`config.mk`:
```
export PLATFORM = sky130hd
export DESIGN_NAME = sim_step_scheduler
export DESIGN_NICKNAME = d
export VERILOG_FILES = /design/src/rtl/sim_step_scheduler.sv
export SDC_FILE = /design/constraint.sdc
export NUM_CORES = 1
export LEC_CHECK = 0
export CORE_UTILIZATION = 43
export CTS_BUF_LIST = sky130_fd_sc_hd__clkbuf_16
export CTS_CLUSTER_DIAMETER = 30
export CTS_CLUSTER_SIZE = 14
export DETAILED_ROUTE_END_ITERATION = 8
export PLACE_DENSITY = 0.67
export SLEW_MARGIN = 10
export SYNTH_ARGS = -nofsm -noshare
export SYNTH_HDL_FRONTEND = slang
export SYNTH_SLANG_ARGS = --single-unit
```
`constraint.sdc`:
```
create_clock -name clk -period 7.8 [get_ports clk]
set_input_delay 2.34 -clock clk [delete_from_list [all_inputs] [get_ports clk]]
set_output_delay 2.34 -clock clk [all_outputs]
set_load 0.1 [all_outputs]
```
`src/rtl/sim_step_scheduler.sv`:
```
// Phase sequencer: drives all cores through Verlet -> N constraint passes -> boundary exchange per step.
// Optional macro SCHED_PERF_EN adds perf_cycles, the cycle length of the last completed step.
module sim_step_scheduler #(
  parameter int NUM_CORES = 4,
  parameter int ITER_W    = 4,
  parameter int STEP_W    = 32
) (
  input  logic                 clk,
  input  logic                 reset,
  input  logic                 start,
  input  logic                 stop,
  input  logic [STEP_W-1:0]    num_steps,
  input  logic [ITER_W-1:0]    num_iters,
  input  logic [NUM_CORES-1:0] core_ack,
  output logic                 verlet_go,
  output logic                 constraint_go,
  output logic                 parity,
  output logic                 exch_go,
  output logic                 busy,
  output logic                 done,
  output logic [STEP_W-1:0]    step_count,
  output logic [ITER_W-1:0]    iter_idx,
`ifdef SCHED_PERF_EN
  output logic [31:0]          perf_cycles,
`endif
  output logic [2:0]           phase
);

  typedef enum logic [2:0] {
    S_IDLE   = 3'd0,
    S_VERLET = 3'd1,
    S_CONS   = 3'd2,
    S_EXCH   = 3'd3,
    S_FINISH = 3'd4
  } state_t;

  state_t                state, state_n;
  logic [NUM_CORES-1:0]  ack_mask, ack_mask_n;
  logic                  verlet_go_n, cons_go_n, exch_go_n, parity_n;
  logic                  stop_pending, stop_pending_n;
  logic [ITER_W-1:0]     iter_n, iters_lat, iters_lat_n;
  logic [STEP_W-1:0]     step_n, steps_lat, steps_lat_n, step_inc;
  logic                  in_phase, phase_done;

  // Handshake: a go pulse opens a phase and clears the sticky mask in that same
  // cycle; each core raises core_ack for >=1 cycle once finished. The phase is
  // complete in the first cycle where every core has acked (mask | core_ack all
  // ones) and the next phase is entered on the following edge.
  assign in_phase   = (state == S_VERLET) || (state == S_CONS) || (state == S_EXCH);
  assign phase_done = in_phase && (&(ack_mask | core_ack));
  assign step_inc   = step_count + STEP_W'(1);

  assign busy  = in_phase;
  assign done  = (state == S_FINISH);
  assign phase = state;

  always_comb begin
    state_n        = state;
    ack_mask_n     = in_phase ? (ack_mask | core_ack) : '0;
    verlet_go_n    = 1'b0;
    cons_go_n      = 1'b0;
    exch_go_n      = 1'b0;
    parity_n       = parity;
    iter_n         = iter_idx;
    step_n         = step_count;
    stop_pending_n = stop_pending | (stop & in_phase);
    steps_lat_n    = steps_lat;
    iters_lat_n    = iters_lat;
    case (state)
      S_IDLE: begin
        stop_pending_n = 1'b0;
        if (start) begin
          state_n     = S_VERLET;
          verlet_go_n = 1'b1;
          step_n      = '0;
          iter_n      = '0;
          parity_n    = 1'b0;
          steps_lat_n = num_steps;
          iters_lat_n = (num_iters == '0) ? ITER_W'(1) : num_iters;
        end
      end
      S_VERLET: begin
        if (phase_done) begin
          state_n    = S_CONS;
          cons_go_n  = 1'b1;
          ack_mask_n = '0;
          iter_n     = '0;
          parity_n   = 1'b0;
        end
      end
      S_CONS: begin
        if (phase_done) begin
          ack_mask_n = '0;
          if (!parity) begin
            parity_n  = 1'b1;
            cons_go_n = 1'b1;
          end else if (iter_idx < (iters_lat - ITER_W'(1))) begin
            iter_n    = iter_idx + ITER_W'(1);
            parity_n  = 1'b0;
            cons_go_n = 1'b1;
          end else begin
            state_n   = S_EXCH;
            exch_go_n = 1'b1;
          end
        end
      end
      S_EXCH: begin
        if (phase_done) begin
          ack_mask_n = '0;
          step_n     = step_inc;
          // A stop raised in this very cycle still ends the run after this step.
          if (stop_pending || stop || ((steps_lat != '0) && (step_inc == steps_lat))) begin
            state_n = S_FINISH;
          end else begin
            state_n     = S_VERLET;
            verlet_go_n = 1'b1;
          end
        end
      end
      S_FINISH: begin
        state_n        = S_IDLE;
        stop_pending_n = 1'b0;
      end
      default: begin
        state_n = S_IDLE;
      end
    endcase
  end

  always_ff @(posedge clk or negedge reset) begin
    if (!reset) begin
      state         <= S_IDLE;
      ack_mask      <= '0;
      verlet_go     <= 1'b0;
      constraint_go <= 1'b0;
      exch_go       <= 1'b0;
      parity        <= 1'b0;
      iter_idx      <= '0;
      step_count    <= '0;
      stop_pending  <= 1'b0;
      steps_lat     <= '0;
      iters_lat     <= ITER_W'(1);
    end else begin
      state         <= state_n;
      ack_mask      <= ack_mask_n;
      verlet_go     <= verlet_go_n;
      constraint_go <= cons_go_n;
      exch_go       <= exch_go_n;
      parity        <= parity_n;
      iter_idx      <= iter_n;
      step_count    <= step_n;
      stop_pending  <= stop_pending_n;
      steps_lat     <= steps_lat_n;
      iters_lat     <= iters_lat_n;
    end
  end

`ifdef SCHED_PERF_EN
  // perf_cnt reads 1 in the verlet_go cycle, so at EXCH completion it holds the inclusive step length.
  logic [31:0] perf_cnt;

  always_ff @(posedge clk or negedge reset) begin
    if (!reset) begin
      perf_cnt    <= '0;
      perf_cycles <= '0;
    end else begin
      if (verlet_go_n) begin
        perf_cnt <= 32'd1;
      end else if (in_phase && (perf_cnt != 32'hFFFF_FFFF)) begin
        perf_cnt <= perf_cnt + 32'd1;
      end
      if ((state == S_EXCH) && phase_done) begin
        perf_cycles <= perf_cnt;
      end
    end
  end
`endif

endmodule

```
# After elaboration in Yosys (flattened, before gate mapping)
# Cells that the tools add are included.
# totals
register_bits	84
word_cells	89
in_bits	44
output_inout_bits	45
# classes
n_lt_le_gt_ge	1
n_addsub	3
n_eq_ne	12
bitwise_logic	3
muxes	40
n_reduce_logical	19
# op_table
cell	count
$mux 32	2
$pmux 32 s2	1
$mux 4	9
$add 32x1->32 const B	1
$eq 32x32->1	1
$reduce_bool 32->1	1
$mux 3	7
$mux 1	16
$ne 2x2->1 const B	6
$pmux 3 s4	1
$pmux 4 s3	1
$reduce_and 6->1	2
$reduce_and 4->1	2
$eq 3x2->1 const B	2
$add 4x1->4 const B	1
$logic_not 4->1	1
$logic_or 1x1->1	4
$lt 4x4->1	1
$or 4x4->4	1
$pmux 1 s2	2
$sub 4x1->4 const B	1
$eq 3x1->1 const B	1
$eq 3x3->1 const B	1
$logic_not 3->1	1
other kinds (11)	12

# Logic depth before layout (Yosys ltp)
# logic_depth
depth_word	7
depth_mapped	11
mapped_depth_nobuf	11

# Worst setup path after synthesis
# OpenSTA, ideal clock, no wires.
# synth_path
path_type	reg-to-output
startpoint	reg state[2] (netlist: phase[2])
endpoint	out done
t_required_ns	5.460
slack_ns	2.040
t_arrival_ns	3.420
stages_incl_launch_ff	4
n_path_buf	1
path_cell_list	dfrtp_1 -> clkbuf_1 -> inv_1 -> nor3_1
# synth_between
elab_chain_len	1
# synth_rtl
item	line_no	source
from (decl)	37	state_t state, state_n;
from (signal assigned)	144	state <= state_n;
$eq 3x3->1	54	assign done = (state == S_FINISH);
to (decl)	20	output logic done,
# Every way passes these cells.

# Worst setup path after layout
# Same ends and word-level chain as after synthesis.

==> reports/summary.md <==
The run finished, with violations left. The first routing iteration left 405 violations. The share of flip-flops with an asynchronous set or reset was 100%. In this run the most critical hold path is launched from ack_mask[0]. The most common flop cell mapped by yosys is sky130_fd_sc_hd__dfrtp_1.

The count of cell types in the netlist was 58; the antenna diode count was 0. In this run the tightest slew margin relative to its limit is 23.0%. The startpoint type of the worst setup path was a flop. In this run the count of I/O pins placed on the die edge is 89. The floorplan has 39 rows.

Dividing the detail-routed wire length by the instance count gives 16.8 um. The post-synthesis share of cell area spent on full adders, half adders and majority gates came out at 1.45%. The static leakage was 2.70 nW.

The area fraction in compound gates after synthesis came out at 13.8%. The data required time of the critical path was 5.46 ns. The main combinational cell family by area after synthesis is simple AND/OR/NAND/NOR gates.

Counting I/O delays and the setup requirement, the final critical path takes 4.81 ns. Counting every instance in the synthesized netlist gives 627. The clock buffer count from CTS was 9. In this run the remaining antenna-violating nets after routing total 0. Entering global routing, the biggest net connects 85 pins.

Post-CTS timing repair inserted 0 buffers for setup. The routed design has 14.0 mm of wire. Across the run, the number of max-cap violations was 0. The H-tree was split into 3 levels. The post-route netlist has 5.94% of its cells at a drive strength greater than 1. The synthesized design contains 84 register bits.

For the pin with the worst max-slew slack, the measured transition is 1.15 ns. Count of synthesis-stage warnings from yosys: 0. Setup repair after global routing left no endpoint under its margin. The type of the setup path with the least slack is flop to output port.

The routed layout has 4817 vias. For the sum of negative setup slack, the log shows 0 ns. The relative contribution of combinational cells to total power was 39.6%. For this run, the total global-route usage over all layers was measured as 23.3%.

The run gives 37.4% as the part of the power in registers. Synthesis produced a netlist with a net count of 677. The worst register-to-register path has a depth of 9.

The first global-routing pass estimated 22.8 mm of wire. STA puts the critical path data arrival time at 2.47 ns. For the area of the core region, the log shows 11600 um2. Cells fill 54.6% of the core in the end.

For this run, design rule violations remaining after detail routing come to 4. Multiplexer cells account for 0.289% of the synthesized area. Cell internal power was estimated by the tool at 1.07 mW.

The number of hold violations in the final report is 0, and the buffer levels on the longest clock path is 2. The net count of the finished layout is 735. The checks that failed: design-rule violations.

The netlist area before placement is 5190 um2. After Yosys synthesis, and, or, nand and nor cells account for 31.1% of the synthesized area. The initial antenna violation count is 0. Before antenna repair, the detailed router went through 7 iterations. The final setup violation count is 0, and the half-perimeter wire length of the detailed placement result is 9.93 mm. After Yosys synthesis, XOR and XNOR cells account for 7.76% of the synthesized area. Tracing the worst setup path back leads to its startpoint at phase[2].

The synthesis-to-finish area growth came out at 22.2%. The floorplan step defined a die boundary enclosing 12500 um2. The power share of the clock group was 23.0%; the count of flip-flops with a built-in enable after synthesis was 0. The clock transition at the register clock pins on the worst setup and hold paths after CTS is 0.07 ns. TritonCTS built the clock tree. The overall die width was 112 um; the number of sinks driven by the clock tree was 84.

The fraction of power spent switching nets works out to 43.5%. The number of pins with negative max-slew slack in the final report was 0; the count of hold-fix buffers inserted at cts was 0. Sequential elements use 40.5% of the synthesized area.

The worst setup path is captured at an output port. The worst register-to-register path begins at step_count[0]. Clock skew on the completed layout was measured at 0.00814 ns. The final RePlAce weighted congestion was 0.944. The largest fanout of any net on the critical path was 9; the final global-route overflow total was 0.

The via count of the first global-routing pass was 4451; the number of cells on the worst hold path was 2. The die is 112 um tall. Dividing the detail-routed via count by the number of cells gives 5.78. The clock reaches the later pin of the worst-skew pair after 0.36 ns. The tightest min-delay check is of the flop to flop type.

The tools report the clock root buffer as sky130_fd_sc_hd__clkbuf_16. The post-route fraction of the period consumed by the critical path was 61.7%; the initial standard-cell utilization of the core was 44.7%. The switching component of the power is 823 uW, and the number of buffer cells added on primary ports is 88.

In this run the power density over the cells is 298 nW/um2. The mean area per synthesized cell was 8.28 um2; the achievable clock frequency was 208 MHz. The post-cts sizing count is 0.

The maximum resistive drop on vdd is 0.000236 V.
-- area by class of cell --
| cell class | instances | area, um2 |
|---|---|---|
| clock inverter | 7 | 66.3 |
| tap | 143 | 179 |
| timing repair buffer | 92 | 908 |
| fill | 1087 | 5270 |
| clock buffer | 9 | 225 |
| sequential | 84 | 2100 |
| multi-input combinational | 489 | 2830 |
| inverter | 9 | 33.8 |
-- flip-flops by register name, summed over array words and instances, names as in the netlist --
register and flops:
step_count 32, steps_lat 32, ack_mask 4, iter_idx 4
iters_lat 4, phase 3, constraint_go 1, exch_go 1
parity 1, stop_pending 1, verlet_go 1
-- routing by layer --
layer	global-route usage (%)	routed length (um)	vias to the layer above
met5	0	0	-
met2	35.3	6410	155
met1	32.5	6420	2309
met4	7.84	253	0
met3	5.77	892	18
li1	-	-	2335
-- per-stage QoR --
stage | power (mW) | setup WS [ns] | hold WS, ns | std cells | area (um2)
finish | 1.89 | 2.99 | 0.494 | 833 | 6340
global placement | 1.44 | 2.97 | 0.481 | 817 | 6050
CTS | 1.90 | 2.99 | 0.493 | 833 | 6340
detailed placement | 1.46 | 2.95 | 0.478 | 817 | 6050
floorplan | 1.24 | 2.04 | 0.461 | 627 | 5190
global route | 2.02 | 2.90 | 0.536 | 833 | 6340
-- critical path, stage by stage, from the launching register on --
cell and delay, ns:
sky130_fd_sc_hd__dfrtp_1 0.54, sky130_fd_sc_hd__inv_1 0.18, sky130_fd_sc_hd__nor3_1 0.23, sky130_fd_sc_hd__clkdlybuf4s50_1 1.16
-- cell usage in the layout, fill, tap and decap left out, types with 15 or more instances in the layout --
master	count
sky130_fd_sc_hd__a21oi_1	19
sky130_fd_sc_hd__clkdlybuf4s50_1	87
sky130_fd_sc_hd__dfrtp_1	83
sky130_fd_sc_hd__nand2_1	141
sky130_fd_sc_hd__nand3_1	26
sky130_fd_sc_hd__nand4_1	19
sky130_fd_sc_hd__nor2_1	42
sky130_fd_sc_hd__nor3_1	19
sky130_fd_sc_hd__nor4_1	15
sky130_fd_sc_hd__o21ai_0	50
sky130_fd_sc_hd__xnor2_1	25
sky130_fd_sc_hd__xor2_1	21
-- power groups by stage --
stage	Sequential, mW	Combinational (mW)	Clock [mW]
after CTS	0.706	0.754	0.441
after global routing	0.727	0.824	0.464
final	0.708	0.749	0.436
after floorplan	0.792	0.449	0
after detailed placement	0.712	0.748	0
after global placement	0.708	0.737	0
-- Yosys cell counts, drive strengths merged, types with 2 or more instances --
cell,n,area (um2)
a31oi,6,37.5
o21ai,53,269
or4,6,60.1
o21a,3,22.5
o41ai,3,26.3
and4,8,70.1
ha,6,75.1
clkbuf,27,103
nand3b,2,15.0
o2111ai,3,26.3
or3,4,25.0
nand3,27,148
dfrtp,83,2080
and3,10,62.6
nor2b,2,12.5
nor2,45,176
o211ai,4,30.0
and2,5,31.3
xor2,21,184
buf,18,130
o31ai,13,97.6
a21oi,19,95.1
nor3,19,95.1
a211o,3,26.3
nor4,17,136
nand4,23,178
nand2b,3,18.8
xnor2,25,219
nand2,141,529
or2,2,12.5
a211oi,4,30.0
inv,9,33.8
-- path summary, 6_finish.rpt --
check | end | slack [ns]
setup reg to reg | verlet_go | 4.46
setup / recovery | done | 2.99
hold / removal | ack_mask[0] | 0.49
hold reg to reg | ack_mask[0] | 0.49
max in group asynchronous | verlet_go | 4.93
min in group asynchronous | steps_lat[8] | 2.19
-- cells by family after synthesis --
group,count (synthesis)
AND/OR/NAND/NOR,319
AO/OA/AOI/OAI,117
flip-flops,84
buffers and inverters,54
XOR/XNOR,46
adder cells (fa/ha/maj),6
multiplexers,1
No activity file was read; power rests on OpenSTA's default activity.
